[config.mk]
export PLATFORM = sky130hd
export DESIGN_NAME = conv_processor_sequencer
export DESIGN_NICKNAME = d
export VERILOG_FILES = /design/src/rtl/conv_processor_pkg.sv /design/src/rtl/conv_seq_loop_counter.sv /design/src/rtl/conv_processor_sequencer.sv
export SDC_FILE = /design/constraint.sdc
export NUM_CORES = 1
export LEC_CHECK = 0
export ABC_AREA = 0
export CAP_MARGIN = 10
export CORE_MARGIN = 5
export CORE_UTILIZATION = 59
export DETAILED_ROUTE_END_ITERATION = 16
export PLACE_DENSITY_LB_ADDON = 0.15
export SYNTH_ARGS = -nofsm -noshare
export SYNTH_HDL_FRONTEND = slang
export SYNTH_SLANG_ARGS = --single-unit
[constraint.sdc]
create_clock -name clk -period 5.6 [get_ports clk]
set_input_delay 1.4 -clock clk [delete_from_list [all_inputs] [get_ports clk]]
set_output_delay 1.4 -clock clk [all_outputs]
set_load 0.005 [all_outputs]
[src/rtl/conv_processor_pkg.sv]
// Shared definitions for the convolution sequencer: FSM encoding and default
// operand address width.
package conv_processor_pkg;

  localparam int DEFAULT_ADDR_W = 5;

  typedef enum logic [2:0] {
    ST_IDLE  = 3'd0,
    ST_CLEAR = 3'd1,
    ST_MAC   = 3'd2,
    ST_WAIT  = 3'd3,
    ST_WRITE = 3'd4,
    ST_DONE  = 3'd5
  } state_e;

endpackage

[src/rtl/conv_seq_loop_counter.sv]
// Loop counter with a latched terminal value: load captures the terminal and
// zeroes the count, clr zeroes the count, inc steps it; tc_o flags count==terminal.
module conv_seq_loop_counter #(
  parameter int W = 6
) (
  input  logic         clk,
  input  logic         rst,
  input  logic         load_i,
  input  logic         clr_i,
  input  logic         inc_i,
  input  logic [W-1:0] term_i,
  output logic [W-1:0] cnt_o,
  output logic         tc_o
);

  logic [W-1:0] cnt_q, cnt_d;
  logic [W-1:0] term_q, term_d;

  always_comb begin
    cnt_d  = cnt_q;
    term_d = term_q;
    if (load_i) begin
      cnt_d  = '0;
      term_d = term_i;
    end else if (clr_i) begin
      cnt_d = '0;
    end else if (inc_i) begin
      cnt_d = cnt_q + 1'b1;
    end
  end

  always_ff @(posedge clk) begin
    if (rst) begin
      cnt_q  <= '0;
      term_q <= '0;
    end else begin
      cnt_q  <= cnt_d;
      term_q <= term_d;
    end
  end

  assign cnt_o = cnt_q;
  assign tc_o  = (cnt_q == term_q);

endmodule

[src/rtl/conv_processor_sequencer.sv]
// Control sequencer for a direct-form 1-D convolution Z = X * Y: walks output
// index i and tap index j, drives X/Y read addresses, accumulator controls and Z writes.
module conv_processor_sequencer
  import conv_processor_pkg::*;
#(
  parameter int ADDR_W = DEFAULT_ADDR_W,
  parameter int SIZE_W = ADDR_W + 1
) (
  input  logic              clk,
  input  logic              rst,
  input  logic              start,
  input  logic [SIZE_W-1:0] size_x,
  input  logic [SIZE_W-1:0] size_y,
  output logic              busy,
  output logic              done,
  output logic [ADDR_W-1:0] mem_x_addr,
  output logic [ADDR_W-1:0] mem_y_addr,
  output logic [ADDR_W:0]   mem_z_addr,
  output logic              mem_z_we,
  output logic              acc_clear,
  output logic              acc_load
);

  localparam int IW = ADDR_W + 1;   // output index spans 0..2^(ADDR_W+1)-2
  localparam int DW = ADDR_W + 2;   // signed width for the i-j window test

  state_e state_q, state_d;

  logic [SIZE_W-1:0] size_x_q, size_x_d;
  logic              acc_load_q;

  logic              accept;
  logic              zero_run;
  logic [SIZE_W:0]   nz_m1;
  logic [IW-1:0]     i_cnt;
  logic              i_tc;
  logic [SIZE_W-1:0] j_cnt;
  logic              j_tc;

  logic signed [DW-1:0] diff;
  logic signed [DW-1:0] x_lim;
  logic                 rd_valid;

  assign accept   = (state_q == ST_IDLE) && start;
  assign zero_run = (size_x == '0) || (size_y == '0);
  assign nz_m1    = {1'b0, size_x} + {1'b0, size_y} - (SIZE_W + 1)'(2);

  // Terminal counts are captured at accept, so later size changes are invisible.
  conv_seq_loop_counter #(.W(IW)) u_i_cnt (
    .clk    (clk),
    .rst    (rst),
    .load_i (accept),
    .clr_i  (1'b0),
    .inc_i  ((state_q == ST_WRITE) && !i_tc),
    .term_i (IW'(nz_m1)),
    .cnt_o  (i_cnt),
    .tc_o   (i_tc)
  );

  conv_seq_loop_counter #(.W(SIZE_W)) u_j_cnt (
    .clk    (clk),
    .rst    (rst),
    .load_i (accept),
    .clr_i  (state_q == ST_CLEAR),
    .inc_i  (state_q == ST_MAC),
    .term_i (size_y - SIZE_W'(1)),
    .cnt_o  (j_cnt),
    .tc_o   (j_tc)
  );

  assign diff     = signed'(DW'(i_cnt)) - signed'(DW'(j_cnt));
  assign x_lim    = signed'(DW'(size_x_q)) - signed'(DW'(1));
  assign rd_valid = (state_q == ST_MAC) && !diff[DW-1] && (diff <= x_lim);

  always_comb begin
    state_d  = state_q;
    size_x_d = size_x_q;
    case (state_q)
      ST_IDLE: begin
        if (start) begin
          size_x_d = size_x;
          state_d  = zero_run ? ST_DONE : ST_CLEAR;
        end
      end
      ST_CLEAR: state_d = ST_MAC;
      ST_MAC:   if (j_tc) state_d = ST_WAIT;
      ST_WAIT:  state_d = ST_WRITE;
      ST_WRITE: state_d = i_tc ? ST_DONE : ST_CLEAR;
      ST_DONE:  state_d = ST_IDLE;
      default:  state_d = ST_IDLE;
    endcase
  end

  // acc_load trails rd_valid by one cycle to meet the 1-cycle memory read data.
  always_ff @(posedge clk) begin
    if (rst) begin
      state_q    <= ST_IDLE;
      size_x_q   <= '0;
      acc_load_q <= 1'b0;
    end else begin
      state_q    <= state_d;
      size_x_q   <= size_x_d;
      acc_load_q <= rd_valid;
    end
  end

  assign busy       = (state_q != ST_IDLE);
  assign done       = (state_q == ST_DONE);
  assign mem_z_we   = (state_q == ST_WRITE);
  assign acc_clear  = (state_q == ST_CLEAR);
  assign acc_load   = acc_load_q;
  assign mem_y_addr = (state_q == ST_MAC)   ? ADDR_W'(j_cnt)      : '0;
  assign mem_x_addr = (state_q == ST_MAC)   ? diff[ADDR_W-1:0]    : '0;
  assign mem_z_addr = (state_q == ST_WRITE) ? i_cnt               : '0;

endmodule

# Word-level counts from Yosys, hierarchy flattened
# Cells that the tools add are included.
[totals]
reg_bits = 34
in_bits = 15
output_inout_bits = 21
word_cells = 47
[classes]
addsub = 7
order_cmp = 1
n_eq_ne = 9
n_mux = 8
reduce_logical = 15
[ops]
columns = ["cell", "n"]
rows = [
  ["$pmux W3 S5", 1],
  ["$add A6 B1 Y6 const B", 2],
  ["$eq A6 B6 Y1", 2],
  ["$logic_not A6 Y1", 2],
  ["$mux W3", 4],
  ["$mux W5", 2],
  ["$le A7 B7 Y1", 1],
  ["$sub A6 B1 Y7 const B", 1],
  ["$sub A6 B6 Y7", 1],
  ["$add A6 B6 Y6", 1],
  ["$eq A3 B2 Y1 const B", 2],
  ["$eq A3 B3 Y1 const B", 2],
  ["$mux W6", 1],
  ["$sub A6 B1 Y6 const B", 1],
  ["$sub A6 B2 Y6 const B", 1],
  ["$logic_and A1 B1 Y1", 4],
  ["$ne A2 B2 Y1 const B", 2],
  ["$reduce_and A2 Y1", 2],
  ["$eq A3 B1 Y1 const B", 1],
  ["$logic_not A3 Y1", 1],
  ["$reduce_bool A3 Y1", 1],
  ["$reduce_or A3 Y1", 1],
  ["$logic_not A1 Y1", 2],
  ["$reduce_or A2 Y1", 1],
  ["$logic_or A1 B1 Y1", 1],
]

# Longest topological paths before layout
# Gate-level depths: netlist (run 1).
[logic_depth]
word_depth = 5
mapped_depth = 12
mapped_depth_nobuf = 12

# Modules after synthesis
# Synthesis (run 1) repeated with hierarchy kept, for this count alone.
[unflattened]
cells_unflattened = 293
area_unflattened_um2 = 2466.1
[by_module_without_submodules]
columns = ["module", "instances", "cells_per_inst", "area_each_um2"]
rows = [
  ["conv_processor_sequencer", 1, 187, 1412.6],
  ["conv_seq_loop_counter", 2, 53, 526.8],
]

# Worst setup path before layout (run 1)
# OpenSTA, ideal clock, no wires.
[synth_path]
path_type = "register to output"
from = "register u_i_cnt.cnt_q[0], in the netlist u_i_cnt.cnt_o[0]"
to = "output mem_x_addr[4]"
arrival_time_ns = 1.588
required_time_ns = 4.200
setup_slack_ns = 2.612
stages_incl_launch_ff = 8
path_buffers = 0
cell_sequence = "dfxtp_1 > inv_1 > ha_1 > fa_1 > nor2b_1 > o21ai_0 > a21oi_1 > and2_1"
[synth_via]
elab_chain_cells = 2
[synth_lines]
columns = ["item", "line", "source"]
rows = [
  ["from (decl)", "conv_seq_loop_counter.sv:16", "logic [W-1:0] cnt_q, cnt_d;"],
  ["from (signal assigned)", "conv_seq_loop_counter.sv:37", "cnt_q <= cnt_d;"],
  ["$sub A6 B6 Y7", "conv_processor_sequencer.sv:71", "assign diff = signed'(DW'(i_cnt)) - signed'(DW'(j_cnt));"],
  ["$mux W5", "conv_processor_sequencer.sv:113", "assign mem_x_addr = (state_q == ST_MAC) ? diff[ADDR_W-1:0] : '0;"],
  ["to (decl)", "conv_processor_sequencer.sv:16", "output logic [ADDR_W-1:0] mem_x_addr,"],
]
# Every way passes these cells.

# Worst setup path in the final report (run 1)
# Ends and elaborated chain as after synthesis.

==> impl_metrics.json, run 1 <==
{
  "numCtsBuffers": 5,
  "syn_avg_cell_area_um2": 8.02,
  "vdd_ir_drop_max_mv": 0.134,
  "die_h_um": 74.2,
  "insertion_delay_ps": 280,
  "p_per_area_nw_per_um2": 252,
  "slew_viol_final": 0,
  "clk_pin_slew_ps": 70,
  "drc": 0,
  "critical_path_class": "flop to output pin",
  "nFillCells": 338,
  "antenna_found_initial": 0,
  "syn_area_um2": 2430,
  "cts_tree": "done",
  "drt_wl_total_um": 5320,
  "worstPathRequired_ps": 4200,
  "layout-drive-gt1-share_pct": 4.76,
  "fmax_mhz": 253,
  "grt-ovfl-total": 0,
  "ys.warnings.count": 0,
  "synth_ff_type": "dfxtp_1",
  "drt_pass1_iterations": 4,
  "endpoint_kind": "output pin",
  "status": "finished, final reports clean",
  "gp_congestion": 0.825,
  "register_area_um2": 681,
  "grt_pass1_wl_um": 9070,
  "cts.repair.resized": 0,
  "dp_slack_ps": 1940,
  "rsz0062_at_grt": "false",
  "clockBufferDepth": 2,
  "dr.first_iter.drc_count": 146,
  "syn_to_final_growth_pct": 19.7,
  "critPathLaunchType": "flop",
  "dieArea_um2": 5500,
  "yosysTopAreaCell": "dfxtp_1",
  "num_vias": 2141,
  "tns_ps": 0,
  "min_path_type": "flop to flop",
  "synth_cell_types": 47,
  "power.leakage_nw": 1.23,
  "clockRootBuffer": "clkbuf_8",
  "synth_edf_count": 0,
  "grt_max_degree": 29,
  "skew_ps": 5.00,
  "layout.nets": 380,
  "cts_setup_buffers": 0,
  "synth-seq-area-share_pct": 28.0,
  "numPortBuffers": 35,
  "worstMarginPinSlew_ps": 991,
  "min_period_over_period_pct": 70.5,
  "drtAntennaViolNets": 0,
  "holdBufCountCts": 0,
  "ys_ff_latch": 34,
  "worst_ep_arrival_time_ps": 2550,
  "netlist_top_cells_count": "34 x dfxtp_1, 34 x inv_1, 31 x nand2_1",
  "finalWorstPathRequiredPeriod_ps": 3950,
  "maxCapViolCount": 0,
  "start_util_pct": 60.8,
  "die_w_um": 74.2,
  "n_antenna_cell": 0,
  "synthCells": 303,
  "grt_util_all_layers_pct": 21.3,
  "synth.top_cells.by_area": "dfxtp_1 28%, ha_1 14%, xnor2_1 8.6%",
  "grt_pass1_vias": 2040,
  "async_flop_share_pct": 0,
  "wl_per_cell_um": 13.8,
  "max-slew-margin-rel_pct": 33.8,
  "finalHoldViolCount": 0,
  "clock_sinks": 34,
  "rows": 23,
  "dp_hpwl_um": 4140,
  "syn_nets": 347,
  "ioPinCount": 36,
  "critPathMaxFanout": 5,
  "cts_max_level": 2,
  "core_area_um2": 4000,
  "vias_per_cell": 5.55,
  "fin_ws_ps": 1650,
  "setup_violations": 0,
  "multiInputGateArea_um2": 1570,
  "synth_top_area_share_pct": 28.0
}
[worst paths after layout]
| path | startpoint | endpoint | slack, ps | depth (start not counted) |
|---|---|---|---|---|
| setup / recovery | u_i_cnt.cnt_o[0]$_SDFFE_PP0P_ | mem_x_addr[4] | 1650 | 8 |
| hold / removal | u_i_cnt.term_q[3]$_SDFFE_PP0P_ | u_i_cnt.term_q[3]$_SDFFE_PP0P_ | 460 | 2 |
| setup reg to reg | u_j_cnt.cnt_o[1]$_SDFFE_PP0P_ | acc_load$_SDFF_PP0_ | 2540 | 11 |
| hold reg to reg | u_i_cnt.term_q[3]$_SDFFE_PP0P_ | u_i_cnt.term_q[3]$_SDFFE_PP0P_ | 460 | 2 |
[metrics by stage]
stage	total power, W	hold slack (ps)	std cells	area, um2	utilization, %
6_report	0.000734	462	386	2910	72.8
5_1_grt	0.000781	491	386	2910	72.8
4_1_cts	0.000737	465	386	2910	72.8
3_5_place_dp	0.000510	457	379	2800	69.9
3_3_place_gp	0.000504	453	379	2800	69.9
2_1_floorplan	0.000450	444	303	2430	-
[cell families (layout without fill, tap and decap cells)]
group                    Yosys count  after routing  synth area share [%]
AND/OR/NAND/NOR                  107            107                  22.3
flip-flops                        34             34                  28.0
XOR/XNOR                          34             34                  12.2
adder cells (fa/ha/maj)           29             29                  15.5
AO/OA/AOI/OAI                     53             53                  13.8
multiplexers                       1              1                 0.412
buffers and inverters             45             78                  7.62
[sequential cells by signal, indices dropped and copies added (netlist names)]
name	flops
size_x_q	6
u_i_cnt.cnt_o	6
u_i_cnt.term_q	6
u_j_cnt.cnt_o	6
u_j_cnt.term_q	6
state_q	3
acc_load	1
[critical path: stages, from the launching register on]
cell and delay [ps]:
dfxtp_1 450, inv_1 110, ha_1 240, fa_1 420
nor2b_1 160, o21ai_0 90, a21oi_1 170, and2_1 140
clkdlybuf4s50_1 490
[layout by cell type, fill, tap and decap left out, types with 5 or more instances in the layout]
cell type | Yosys | layout
and2_1 | 10 | 10
nand3_1 | 6 | 6
nand4_1 | 5 | 5
xnor2_1 | 24 | 24
nor3_1 | 9 | 9
xor2_1 | 10 | 10
dfxtp_1 | 34 | 34
a211oi_1 | 8 | 8
a21oi_1 | 20 | 20
ha_1 | 27 | 27
clkbuf_8 | 0 | 6
clkdlybuf4s50_1 | 0 | 35
nand2_1 | 31 | 31
inv_1 | 34 | 34
nor2_1 | 25 | 25
o21ai_0 | 5 | 5
[per-layer routing]
layer | GRT usage [%] | vias up | wire (um)
met5 | 0 | - | 0
met4 | 9.05 | 0 | 144
met3 | 4.19 | 15 | 321
met2 | 34.8 | 61 | 2440
met1 | 27.2 | 974 | 2420
li1 | - | 1091 | -
[report_power, final]
group / switching, W / internal [W] / leakage [nW] / total (W)
registers: 0.0000251 / 0.000264 / 0.278 / 0.000289
logic: 0.000121 / 0.0000966 / 0.900 / 0.000217
clock network: 0.0000850 / 0.000142 / 0.0573 / 0.000227
[cell type report]
cell class                      instances  area share [%]
Timing Repair Buffer                   36            12.3
Clock buffer                            6            2.84
Multi-Input combinational cell        224            53.8
Inverter                               35            4.51
Clock inverter                          1            1.03
Sequential cell                        34            23.4
Tap cell                               50            2.15
Note: power is estimated with default switching activity, not from simulation.
==> run 2: changes to the inputs <==
--- a/config.mk
+++ b/config.mk
@@ -8,7 +8,7 @@
 export ABC_AREA = 0
 export CAP_MARGIN = 10
 export CORE_MARGIN = 5
-export CORE_UTILIZATION = 59
+export CORE_UTILIZATION = 55
 export DETAILED_ROUTE_END_ITERATION = 16
 export PLACE_DENSITY_LB_ADDON = 0.15
 export SYNTH_ARGS = -nofsm -noshare
==> constraint.sdc (replaced) <==
create_clock -name clk -period 3.82 [get_ports clk]
set_input_delay 0.955 -clock clk [delete_from_list [all_inputs] [get_ports clk]]
set_output_delay 0.955 -clock clk [all_outputs]
set_load 0.005 [all_outputs]
==> run 2 against run 1 <==
  * Utilization down 4.5 points
  * Non-clock buffer count is 2 higher
  * Largest power group unchanged
  * Routed wire length grew 4.4%
  * Critical path type unchanged
  * Total power up 58%
  * Clock-buffer cell count down 1
  * Sequential cell count stayed put
  * Register-to-register slack got worse by 1800 ps
  * Sequential share of layout area fell by 0.34 points
  * Sequential power increased by 47%
  * Worst setup slack worse by 1300 ps
==> impl_metrics.json, run 2 (synthesis results as in run 1) <==
{
  "worstPathRequired_ps": 2860,
  "p_sw_share_pct": 31.2,
  "start_util_pct": 56.2,
  "grt_use_met2_pct": 32.1,
  "critPathMaxFanout": 5,
  "pwr-share-comb_pct": 28.3,
  "critical_path_class": "flop to output pin",
  "final_cell_mix": "35 x clkdlybuf4s50_1, 34 x inv_1, 34 x dfxtp_1, 31 x nand2_1, 27 x ha_1",
  "antenna_found_initial": 0,
  "dr.first_iter.drc_count": 138,
  "r2r_end": "acc_load$_SDFF_PP0_",
  "finalWorstPathRequiredPeriod_ps": 3460,
  "worst_r2r_startpoint": "u_j_cnt.cnt_o[1]$_SDFFE_PP0P_",
  "cts_setup_buffers": 0,
  "finalHoldViolCount": 0,
  "pwr-share-seq_pct": 36.7,
  "fmax_mhz": 289,
  "layout-drive-gt1-share_pct": 5.60,
  "numCtsBuffers": 5,
  "max-slew-margin-rel_pct": 56.0,
  "core_area_um2": 4320,
  "critPathLaunchType": "flop",
  "gp_congestion": 0.808,
  "grt_max_degree": 28,
  "clockBufferDepth": 2,
  "cts.repair.resized": 0,
  "grt-ovfl-total": 0,
  "n_antenna_cell": 0,
  "ioPinCount": 36,
  "clkPwrFrac_pct": 35.0,
  "grt_pass1_wl_um": 9320,
  "syn_to_final_growth_pct": 21.5,
  "worstMarginPinSlew_ps": 658,
  "reg2reg_depth": 11,
  "vdd_ir_drop_max_mv": 0.224,
  "drtAntennaViolNets": 0,
  "drt_wl_total_um": 5560,
  "slew_viol_final": 0,
  "vias_per_cell": 5.43,
  "clockRootBuffer": "clkbuf_8",
  "rows": 24,
  "min_period_over_period_pct": 90.6,
  "numPortBuffers": 35,
  "grt_pass1_vias": 1986,
  "dp_hpwl_um": 4290,
  "endpoint_kind": "output pin",
  "holdBufCountCts": 0,
  "min_path_type": "flop to flop",
  "setup_violations": 0,
  "intPower_w": 0.000795,
  "final_common_cell": "clkdlybuf4s50_1",
  "busiest_layer": "met2",
  "grt_util_all_layers_pct": 19.1,
  "die_w_um": 76.5,
  "worst_ep_arrival_time_ps": 2510,
  "grt_util_met3_pct": 3.66,
  "placed_cell_area_um2": 2820,
  "rsz0062_at_grt": "false",
  "cts_max_level": 2,
  "ff2ff_setup_slack_ps": 700,
  "status": "finished, final reports clean",
  "num_vias": 2123,
  "maxCapViolCount": 0,
  "grt.met1_usage_pct": 24.5,
  "p_per_area_nw_per_um2": 392,
  "drc": 0,
  "die_h_um": 76.5,
  "cts_tree": "done",
  "insertion_delay_ps": 290,
  "power_switching_w": 0.000361,
  "cp-startpoint": "u_i_cnt.cnt_o[0]$_SDFFE_PP0P_",
  "clock_sinks": 34,
  "power.leakage_nw": 1.26,
  "crit_end": "mem_x_addr[4]",
  "skew_ps": 7.35,
  "clk_pin_slew_ps": 80,
  "dieArea_um2": 5850,
  "tns_ps": 0,
  "finalInstanceArea_um2": 2950,
  "wl_per_cell_um": 14.2,
  "layout.nets": 382,
  "drt_pass1_iterations": 4
}
run 2: cell types whose count changed in the layout (fill, tap and decap cells not counted), sizes merged:
cell,delta
buf,+2
bufinv,+1
clkbuf,-1
clkinv,+1
run 2: routing by layer:
layer | routed length [um] | vias to the layer above
li1 | - | 1091
met1 | 2610 | 976
met2 | 2610 | 48
met3 | 251 | 8
met4 | 80 | 0
met5 | 0 | -
run 2: worst min-delay path by stage:
stage	from	end	slack (ps)	depth (start not counted)
after global routing	size_x_q[4]$_SDFFE_PP0P_	size_x_q[4]$_SDFFE_PP0P_	510	2
after global placement	u_i_cnt.term_q[4]$_SDFFE_PP0P_	u_i_cnt.term_q[4]$_SDFFE_PP0P_	460	2
after floorplan	u_i_cnt.term_q[3]$_SDFFE_PP0P_	u_i_cnt.term_q[3]$_SDFFE_PP0P_	440	2
after CTS	u_i_cnt.term_q[3]$_SDFFE_PP0P_	u_i_cnt.term_q[3]$_SDFFE_PP0P_	480	2
final	u_i_cnt.term_q[3]$_SDFFE_PP0P_	u_i_cnt.term_q[3]$_SDFFE_PP0P_	480	2
after detailed placement	u_i_cnt.term_q[1]$_SDFFE_PP0P_	u_i_cnt.term_q[1]$_SDFFE_PP0P_	470	2
run 2: power by group through the flow:
| stage | combinational (W) | clock [W] | sequential (W) |
|---|---|---|---|
| floorplan | 0.000246 | 0 | 0.000414 |
| global placement | 0.000314 | 0 | 0.000430 |
| detailed placement | 0.000323 | 0 | 0.000432 |
| CTS | 0.000326 | 0.000407 | 0.000424 |
| global route | 0.000369 | 0.000428 | 0.000429 |
| finish | 0.000327 | 0.000405 | 0.000425 |
run 2: final cells by class:
cell class              instances  area, um2
clock buffers                   5       68.8
fillers                       403       1370
inverters                      35        131
well taps                      52       65.1
repair buffers                 38        373
multi-input cells             224       1570
flip-flops and latches         34        681
clock inverters                 3       68.8
run 2: stage by stage:
stage / setup WS, ps / hold slack, ps / utilization, % / std cells / power [W]
floorplan: 1040 / 444 / - / 303 / 0.000660
global placement: 711 / 455 / 65.1 / 383 / 0.000744
detailed placement: 665 / 466 / 65.1 / 383 / 0.000754
CTS: 359 / 478 / 68.3 / 391 / 0.00116
global route: 180 / 511 / 68.3 / 391 / 0.00123
finish: 359 / 480 / 68.3 / 391 / 0.00116
run 2: worst max-delay path: stages, from the launching register on:
cell and delay, ps:
dfxtp_1 420, inv_1 110, ha_1 230, fa_1 400, nor2b_1 160, o21ai_0 90, a21oi_1 170, and2_1 150
clkdlybuf4s50_1 490
